[src/rtl/sda_seq_driver.sv]
// -----------------------------------------------------------------------------
// sda_seq_driver
//
// Sequential I2C SDA driver. Accepts bus-level commands from the I2C controller
// FSM (RELEASE, START, STOP, byte TX, ACK, NACK), watches SCL, and moves SDA a
// programmable number of clocks after each qualifying SCL event so the pad
// sees the required data hold time. Feeds the open-drain pad driver.
//
// Parameters
//   DATA_WIDTH  : bits shifted per TX command
//   HOLD_CYCLES : clocks of SDA hold after the qualifying SCL event (0 allowed)
//   MSB_FIRST   : 1 = transmit MSB first, 0 = LSB first
//
// Ports
//   i_clk        in   system clock, rising edge
//   i_n_rst      in   synchronous active-low reset
//   i_scl_in     in   synchronised SCL level
//   i_cmd_valid  in   command request
//   i_cmd        in   000 RELEASE, 001 START, 010 STOP, 011 TX, 100 ACK,
//                     101 NACK, 110/111 illegal
//   i_tx_data    in   TX byte, captured on accept
//   o_cmd_ready  out  high only while idle
//   o_sda_out    out  SDA level to pad driver (1 = released)
//   o_busy       out  high whenever a command is in progress
//   o_done       out  one-cycle pulse at command completion
//   o_cmd_err    out  one-cycle pulse on an illegal command
// -----------------------------------------------------------------------------
module sda_seq_driver #(
    parameter int DATA_WIDTH  = 8,
    parameter int HOLD_CYCLES = 2,
    parameter bit MSB_FIRST   = 1'b1
) (
    input  logic                  i_clk,
    input  logic                  i_n_rst,
    input  logic                  i_scl_in,
    input  logic                  i_cmd_valid,
    input  logic [2:0]            i_cmd,
    input  logic [DATA_WIDTH-1:0] i_tx_data,
    output logic                  o_cmd_ready,
    output logic                  o_sda_out,
    output logic                  o_busy,
    output logic                  o_done,
    output logic                  o_cmd_err
);

    localparam int CNT_W  = (HOLD_CYCLES < 1) ? 1 : $clog2(HOLD_CYCLES + 1);
    localparam int STEP_W = (DATA_WIDTH < 1) ? 1 : $clog2(DATA_WIDTH + 1);

    localparam logic [CNT_W-1:0]  HOLD_LOAD = CNT_W'(HOLD_CYCLES);
    localparam logic [CNT_W-1:0]  CNT_ONE   = CNT_W'(1);
    localparam logic [CNT_W-1:0]  CNT_ZERO  = {CNT_W{1'b0}};
    localparam logic [STEP_W-1:0] STEP_LAST = STEP_W'(DATA_WIDTH);
    localparam logic [STEP_W-1:0] STEP_ONE  = STEP_W'(1);
    localparam logic [STEP_W-1:0] STEP_ZERO = {STEP_W{1'b0}};

    localparam logic [2:0] CMD_RELEASE = 3'b000;
    localparam logic [2:0] CMD_START   = 3'b001;
    localparam logic [2:0] CMD_STOP    = 3'b010;
    localparam logic [2:0] CMD_TX      = 3'b011;
    localparam logic [2:0] CMD_ACK     = 3'b100;
    localparam logic [2:0] CMD_NACK    = 3'b101;

    // The done pulse is produced on the final HOLD exit, so no separate state.
    typedef enum logic [1:0] {
        ST_IDLE      = 2'b00,
        ST_WAIT_FALL = 2'b01,
        ST_WAIT_HIGH = 2'b10,
        ST_HOLD      = 2'b11
    } state_t;

    // Per-step decode: {sda value, command complete, next step waits for SCL high}.
    // A step that does not complete always leads to another wait state.
    function automatic logic [2:0] step_decode(
        input logic [2:0]        cmd,
        input logic [STEP_W-1:0] step,
        input logic              data_bit
    );
        logic [2:0] res;
        case (cmd)
            CMD_START: res = 3'b010;
            CMD_STOP:  res = (step == STEP_ZERO) ? 3'b001 : 3'b110;
            CMD_TX:    res = (step == STEP_LAST) ? 3'b110 : {data_bit, 2'b00};
            CMD_ACK:   res = (step == STEP_ZERO) ? 3'b000 : 3'b110;
            CMD_NACK:  res = (step == STEP_ZERO) ? 3'b100 : 3'b110;
            default:   res = 3'b110;
        endcase
        return res;
    endfunction

    state_t                r_state, w_state;
    logic [2:0]            r_cmd, w_cmd;
    logic [DATA_WIDTH-1:0] r_shift, w_shift;
    logic [STEP_W-1:0]     r_step, w_step;
    logic [CNT_W-1:0]      r_cnt, w_cnt;
    logic                  r_sda, w_sda;
    logic                  r_done, w_done;
    logic                  r_err, w_err;
    logic                  r_scl_q;

    logic                  w_fall;
    logic                  w_detect;
    logic                  w_apply;
    logic                  w_data_bit;
    logic [2:0]            w_dec;

    assign w_fall     = r_scl_q & ~i_scl_in;
    assign w_data_bit = MSB_FIRST ? r_shift[DATA_WIDTH-1] : r_shift[0];
    assign w_dec      = step_decode(r_cmd, r_step, w_data_bit);

    // Edges only count in the wait states, so an edge in the accept cycle is ignored.
    assign w_detect = ((r_state == ST_WAIT_FALL) & w_fall) |
                      ((r_state == ST_WAIT_HIGH) & i_scl_in);

    // Commit the pending SDA value on the last hold cycle, or directly on the
    // detection when no hold is configured. Extra SCL edges during HOLD are ignored.
    assign w_apply = (w_detect & (HOLD_CYCLES == 0)) |
                     ((r_state == ST_HOLD) & (r_cnt <= CNT_ONE));

    // Next-state and next-datapath logic.
    always_comb begin
        w_state = r_state;
        w_cmd   = r_cmd;
        w_shift = r_shift;
        w_step  = r_step;
        w_cnt   = r_cnt;
        w_sda   = r_sda;
        w_done  = 1'b0;
        w_err   = 1'b0;
        if (w_apply) begin
            w_sda   = w_dec[2];
            w_step  = r_step + STEP_ONE;
            w_cnt   = CNT_ZERO;
            w_shift = MSB_FIRST ? (r_shift << 1'b1) : (r_shift >> 1'b1);
            if (w_dec[1]) begin
                w_state = ST_IDLE;
                w_done  = 1'b1;
            end else if (w_dec[0]) begin
                w_state = ST_WAIT_HIGH;
            end else begin
                w_state = ST_WAIT_FALL;
            end
        end else begin
            case (r_state)
                ST_IDLE: begin
                    if (i_cmd_valid) begin
                        w_cmd   = i_cmd;
                        w_shift = i_tx_data;
                        w_step  = STEP_ZERO;
                        w_cnt   = CNT_ZERO;
                        case (i_cmd)
                            CMD_RELEASE: begin
                                w_sda  = 1'b1;
                                w_done = 1'b1;
                            end
                            CMD_START:                           w_state = ST_WAIT_HIGH;
                            CMD_STOP, CMD_TX, CMD_ACK, CMD_NACK: w_state = ST_WAIT_FALL;
                            default: begin
                                w_sda = 1'b1;
                                w_err = 1'b1;
                            end
                        endcase
                    end else begin
                        w_state = ST_IDLE;
                    end
                end
                ST_WAIT_FALL, ST_WAIT_HIGH: begin
                    if (w_detect) begin
                        w_state = ST_HOLD;
                        w_cnt   = HOLD_LOAD;
                    end else begin
                        w_state = r_state;
                    end
                end
                ST_HOLD: begin
                    w_cnt = r_cnt - CNT_ONE;
                end
                default: begin
                    w_state = ST_IDLE;
                end
            endcase
        end
    end

    // State and datapath registers with synchronous active-low reset.
    always_ff @(posedge i_clk) begin
        if (!i_n_rst) begin
            r_state <= ST_IDLE;
            r_cmd   <= 3'b000;
            r_shift <= {DATA_WIDTH{1'b0}};
            r_step  <= STEP_ZERO;
            r_cnt   <= CNT_ZERO;
            r_sda   <= 1'b1;
            r_done  <= 1'b0;
            r_err   <= 1'b0;
            r_scl_q <= 1'b1;
        end else begin
            r_state <= w_state;
            r_cmd   <= w_cmd;
            r_shift <= w_shift;
            r_step  <= w_step;
            r_cnt   <= w_cnt;
            r_sda   <= w_sda;
            r_done  <= w_done;
            r_err   <= w_err;
            r_scl_q <= i_scl_in;
        end
    end

    assign o_sda_out   = r_sda;
    assign o_done      = r_done;
    assign o_cmd_err   = r_err;
    assign o_cmd_ready = (r_state == ST_IDLE);
    assign o_busy      = (r_state != ST_IDLE);

endmodule
[config.mk]
export PLATFORM = sky130hd
export DESIGN_NAME = sda_seq_driver
export DESIGN_NICKNAME = d
export VERILOG_FILES = /design/src/rtl/sda_seq_driver.sv
export SDC_FILE = /design/constraint.sdc
export NUM_CORES = 1
export LEC_CHECK = 0
export BUFFER_PORTS_ARGS = -buffer_cell sky130_fd_sc_hd__buf_2
export CAP_MARGIN = 40
export CORE_MARGIN = 4
export CORE_UTILIZATION = 50
export DETAILED_ROUTE_END_ITERATION = 16
export PLACE_DENSITY_LB_ADDON = 0.25
export SLEW_MARGIN = 20
export SYNTH_ARGS = -nofsm -noshare
export SYNTH_HDL_FRONTEND = slang
export SYNTH_SLANG_ARGS = --single-unit
[constraint.sdc]
create_clock -name i_clk -period 2.6 [get_ports i_clk]
set_input_delay 0.13 -clock i_clk [delete_from_list [all_inputs] [get_ports i_clk]]
set_output_delay 0.13 -clock i_clk [all_outputs]
set_load 0.03 [all_outputs]
==> results of run 1 <==
==> registers in the layout, summed over array words and instances, names as in the netlist <==
name       count
r_step         4
r_shift        8
o_sda_out      1
r_cnt          2
r_cmd          3
r_state        2
o_cmd_err      1
r_scl_q        1
o_done         1
==> logic make-up after synthesis <==
logic type,count (synthesis),synth area share [%]
simple gates,64,24.65
compound gates,38,21.23
flops,23,37.02
buf+inv,16,5.030
fa+ha+maj,8,8.049
mux,4,3.320
xor+xnor,1,0.7044
==> path summary, 6_finish.rpt <==
| kind | start | endpoint | slack, ns |
|---|---|---|---|
| setup / recovery | r_state[0] | r_state[1] | 0.79 |
| hold / removal | i_scl_in | r_scl_q | 0.02 |
| setup reg to reg | r_state[0] | r_state[1] | 0.79 |
| hold reg to reg | r_shift[0] | r_shift[0] | 0.47 |
==> cells in the final DEF, fill, tap and decap left out, types with 2 or more instances in the layout <==
cell      Yosys  final
a211oi_1      3      3
nand3_1       5      5
nor3_1        3      3
clkbuf_4      0      3
o21ai_0       7      7
ha_1          8      8
nand2b_1      3      3
mux2i_1       3      3
dfxtp_1      23     23
a32oi_1       3      3
inv_1        10     10
nor3b_1       3      3
a21oi_1      10     10
nor2b_1       2      2
nor2_1       16     16
nand2_1      24     24
buf_2         2     19
a311oi_1      7      7
==> layer usage <==
metal | global-route usage, % | up-vias
met3 | 3.118 | 2
met5 | 0 | -
met2 | 28.06 | 35
li1 | - | 581
met4 | 6.623 | 0
met1 | 22.22 | 510
==> worst max-delay path: cells and delay by family (launching register included) <==
| kind | cells | cell delay [ns] |
|---|---|---|
| AOI/OAI and AO/OA | 2 | 0.40 |
| adders and majority gates | 1 | 0.39 |
| buffers and inverters | 1 | 0.10 |
| DFF | 1 | 0.42 |
| muxes | 1 | 0.34 |
| and+or+nand+nor | 1 | 0.06 |
==> power breakdown <==
| part | total (mW) | internal (mW) | switching [mW] |
|---|---|---|---|
| Combinational | 0.463 | 0.186 | 0.277 |
| Sequential | 0.460 | 0.415 | 0.0455 |
| Clock | 0.174 | 0.0600 | 0.114 |
==> cell usage after synthesis, drive strengths merged (2+ instances only) <==
| cell | count | area share, % |
|---|---|---|
| nor3 | 3 | 1.2 |
| a32oi | 3 | 2.1 |
| a21oi | 11 | 4.7 |
| buf | 2 | 0.80 |
| o21ai | 8 | 3.2 |
| nand2 | 25 | 7.7 |
| ha | 8 | 8.0 |
| nor2b | 2 | 1.0 |
| nand3 | 5 | 2.0 |
| inv | 10 | 3.0 |
| dfxtp | 23 | 37 |
| nor3b | 3 | 1.8 |
| nand2b | 4 | 2.6 |
| a211oi | 3 | 1.8 |
| nor2 | 16 | 4.8 |
| mux2i | 3 | 2.4 |
| clkbuf | 3 | 0.91 |
| and2 | 2 | 1.2 |
| a311oi | 7 | 4.9 |
==> cell type report <==
cell class	instances	area (sq um)
flip-flops and latches	23	460.4
fillers	224	910.9
well taps	28	35.03
clock buffers	4	26.28
inverters	11	41.29
repair buffers	20	102.6
multi-input cells	115	720.7
==> through the flow <==
step	utilization [%]	worst slack [ns]	instance area, sq um
after floorplan	-	0.8079	1244
after global placement	59.20	0.8687	1360
after detailed placement	59.20	0.8317	1360
after CTS	60.35	0.8031	1386
after global routing	60.35	0.6554	1386
final	60.35	0.7857	1386
==> impl_results.md, run 1 <==
* Status: completed
* Cell count after placement at 197
* CTS max path bufs at 2
* Critical Path End Type: flip-flop
* RePlAce Congestion at 0.8712
* Syn Inst Count at 154
* Register area share after synthesis at 37.02%
* Endpoints failing hold at 0
* DRC at 0
* Arrival time at the worst endpoint at 2.03 ns
* Reg clk slew, reported paths at 0.14 ns
* Die H at 57.88 um
* F_max at 551.2 MHz
* Critical-path maximum fanout at 6
* Io pins at 20
* First-pass GRT wire length at 4533 um
* Met2 WL at 1212 um
* Clock Sinks at 23
* Vias in the first global route at 1046
* Port Buf Inserts at 19
* Worst vdd ir at 0.4576 mV
* Max cap viols at 0
* Core area at 2297 sq um
* Synthesized area per cell at 8.076 sq um
* CTS tree: yes
* Final wirelength at 2673 um
* Hold path cells at 2
* Fin cells at 201
* Unique masters post-synth at 37
* # hold bufs at CTS at 0
* Number of synthesized flops with an enable pin at 0
* Critical path, cell by cell: inv_1 -> ha_1 -> nor2_1 -> a31o_2 -> o21ai_1 -> mux2_1
* Synth warn at 0
* WHS at 0.01718 ns
* Actual slew at the worst max-slew pin at 0.4731 ns
* Fin crit period at 1.814 ns
* Area Growth Syn to Fin at 11.47%
* N_diodes at 0
* Row count at 17
* CP peak stage delay at 0.42 ns
* Layout Nets at 197
* Max Clock Skew at 0.003821 ns
* PostCTS Resize Cnt at 0
* Die X-Extent at 57.88 um
* Synth async-reset ratio at 0%
* Synth Cell Area at 1244 sq um
* Yosys reg bits at 23
* Req. time, crit path at 2.82 ns
* CTS buffer count at 3
* Final setup violation count at 0
* Total track usage at 17.13%
* Drt wl/cell at 13.30 um
* Initial Util at 54.14%
* Period utilization at 69.78%
* Root Buffer: clkbuf_4
* Met3 routed WL at 142 um
* Mapped Nets at 177
* CTS H-Tree Depth at 1
* PwrDens at 791.8 nW/um^2
* Clk_lat worst skew at 0.31 ns
* WL met1 at 1297 um
* Static Leak at 0.5620 nW
* WS Path Type: reg2reg
* Final Max Slew Viols at 0
* Worst Setup Start Kind: flip-flop
* Iter 0 DRT Violations at 38
* Total power at 1.098 mW
* Share of cells above drive strength 1 at 16.18%
* Type of the worst min-delay path: in2reg
* Die area at 3350 sq um
* Worst Reg-to-Reg Cells at 6
* Initial antenna violation count at 0
* TNS Setup at 0 ns
* Top Layer Used: met4
* Largest net degree at the start of global routing at 19
* DRT antenna net count at 0
* Vias per cell at 5.612
* TritonRoute pass-1 iters at 5
* Final HPWL DP at 1976 um
* Slew Limit Headroom at 68.27%
* Setup bufs post-CTS at 0
* GR Overflow Total at 0
* CP max stage cell: dfxtp_1
* Vias at 1128
* Synth Flop Type: dfxtp_1
* Unrepaired setup endpoints after global routing: no
Note: power is estimated with default switching activity, not from simulation.
==> run 2, diff against run 1 <==
- clock period: 2.6 -> 1.83 ns (I/O delays scaled with it)
==> impl_results.md, run 2 (synthesis gave the netlist of run 1 again) <==
* Final HPWL DP at 2078 um
* CTS max path bufs at 2
* Slew Limit Headroom at 75.05%
* Min setup slack post-route at 0.08582 ns
* Share of cells above drive strength 1 at 19.77%
* Commonest non-fill, non-tap cells in the layout: 24 x nand2_1, 22 x dfxtp_1, 19 x buf_2
* Footprint of the multi-input gates at 737.0 sq um
* Arrival time at the worst endpoint at 1.95 ns
* Setup WS pre-CTS at 0.06267 ns
* Initial antenna violation count at 0
* CTS H-Tree Depth at 1
* Type of the worst min-delay path: in2reg
* Layout Nets at 201
* RePlAce Congestion at 0.8743
* Initial Util at 54.14%
* Hold path cells at 2
* Setup bufs post-CTS at 0
* Biggest regs: r_shift x8, r_step x4, r_cmd x3
* Max reg flops at 8
* N_diodes at 0
* Critical Path End Type: flip-flop
* DRC at 0
* Critical-path maximum fanout at 6
* Io pins at 20
* Critical path, cell by cell: inv_1 -> ha_1 -> nand2b_4 -> and2_4 -> or4_1 -> o2111a_1
* First-pass GRT wire length at 4678 um
* TritonRoute pass-1 iters at 4
* Core area at 2297 sq um
* CTS buffer count at 3
* Die area at 3350 sq um
* Filler cell count in the final layout at 214
* WS Path Type: reg2reg
* Hold Path Sink: r_scl_q
* Max cap viols at 0
* Die H at 57.88 um
* Root Buffer: clkbuf_4
* Clk_lat worst skew at 0.30 ns
* Vias per cell at 5.571
* Clock Sinks at 23
* Worst R2R End: r_state[0]
* Endpoints failing hold at 0
* Final setup violation count at 0
* Max Clock Skew at 0.001687 ns
* R2R Path Start: r_cnt[1]
* Die X-Extent at 57.88 um
* Area Growth Syn to Fin at 15.59%
* Req. time, crit path at 2.04 ns
* TNS Setup at 0 ns
* Vias in the first global route at 1114
* Largest net degree at the start of global routing at 17
* Actual slew at the worst max-slew pin at 0.3735 ns
* Reg2Reg Setup Slack at 0.09 ns
* Reg clk slew, reported paths at 0.13 ns
* Worst vdd ir at 0.7346 mV
* Status: completed
* Most common cell after layout, fill and taps aside: nand2_1
* Total track usage at 17.20%
* Iter 0 DRT Violations at 23
* Static Leak at 0.5847 nW
* Row count at 17
* Final Max Slew Viols at 0
* Drt wl/cell at 13.20 um
* PwrDens at 1114 nW/um^2
* CP peak stage delay at 0.52 ns
* Worst Reg-to-Reg Cells at 6
* CP max stage cell: or4_1
* Register area at 461.7 sq um
* Final wirelength at 2705 um
* Port Buf Inserts at 19
* Top reg by flops: r_shift
* Unrepaired setup endpoints after global routing: no
* CTS tree: yes
* DRT antenna net count at 0
* F_max at 573.3 MHz
* Worst hold start: i_n_rst
* Vias at 1142
* Period utilization at 95.31%
* Fin crit period at 1.744 ns
* Worst Setup Start Kind: flip-flop
* GR Overflow Total at 0
run 2: cell types whose count changed in the layout (fill, tap and decap cells not counted):
| cell | previous run | this run |
|---|---|---|
| dfxtp_1 | 23 | 22 |
| buf_4 | 1 | 4 |
| ha_1 | 8 | 7 |
| ha_4 | 0 | 1 |
| dlygate4sd3_1 | 0 | 1 |
| a21oi_2 | 1 | 2 |
| dfxtp_2 | 0 | 1 |
| clkbuf_1 | 1 | 0 |
| a21oi_1 | 10 | 9 |
| clkinv_2 | 0 | 1 |
run 2: what timing repair did:
item	4_1_cts	5_1_grt
hold endpoints to repair	1	0
endpoints found under the setup margin	0	7
resized for setup	0	3
hold buffers	1	0
run 2: per-layer routing:
layer | GRT usage (%) | routed length, um | vias up
li1 | - | - | 591
met1 | 20.92 | 1250 | 522
met2 | 30.65 | 1310 | 23
met3 | 2.227 | 96 | 6
met4 | 6.291 | 47 | 0
met5 | 0 | 0 | -
run 2: worst max-delay path by stage:
| stage | startpoint | endpoint | slack [ns] | depth (start not counted) |
|---|---|---|---|---|
| after floorplan | r_state[0] | r_state[0] | 0.04 | 6 |
| after global placement | r_state[0] | r_state[1] | 0.14 | 6 |
| after detailed placement | r_state[0] | r_state[1] | 0.06 | 6 |
| after CTS | r_state[0] | r_state[1] | 0.04 | 6 |
| after global routing | r_cnt[1] | r_state[0] | 0.01 | 6 |
| final | r_cnt[1] | r_state[0] | 0.09 | 6 |
run 2: through the flow:
step	total power, mW	hold slack, ns	utilization, %	area, sq um	std cells
2_1_floorplan	1.164	0.1645	-	1244	154
3_3_place_gp	1.307	0.3040	60.19	1383	200
3_5_place_dp	1.332	0.3081	60.19	1383	200
4_1_cts	1.563	0.006385	61.82	1420	205
5_1_grt	1.730	0.005818	62.58	1438	205
6_report	1.601	0.01338	62.58	1438	205
run 2: cell type report:
cell class / count / area share [%]
multi-input combinational: 115 / 51.26
sequential: 23 / 32.11
timing repair buffer: 24 / 9.399
inverter: 11 / 2.872
tap: 28 / 2.437
clock buffer: 3 / 1.567
clock inverter: 1 / 0.3481
run 2: critical path, delay by kind of cell (launching register included):
kind                       cells  cell delay (ns)
and+or+nand+nor                3             0.84
DFF                            1             0.42
adders and majority gates      1             0.17
AOI/OAI and AO/OA              1             0.15
buffers and inverters          1             0.06
run 2: report_power, final:
group / internal (mW) / switching, mW
sequential: 0.591 / 0.0672
clock: 0.0814 / 0.150
combinational: 0.303 / 0.408
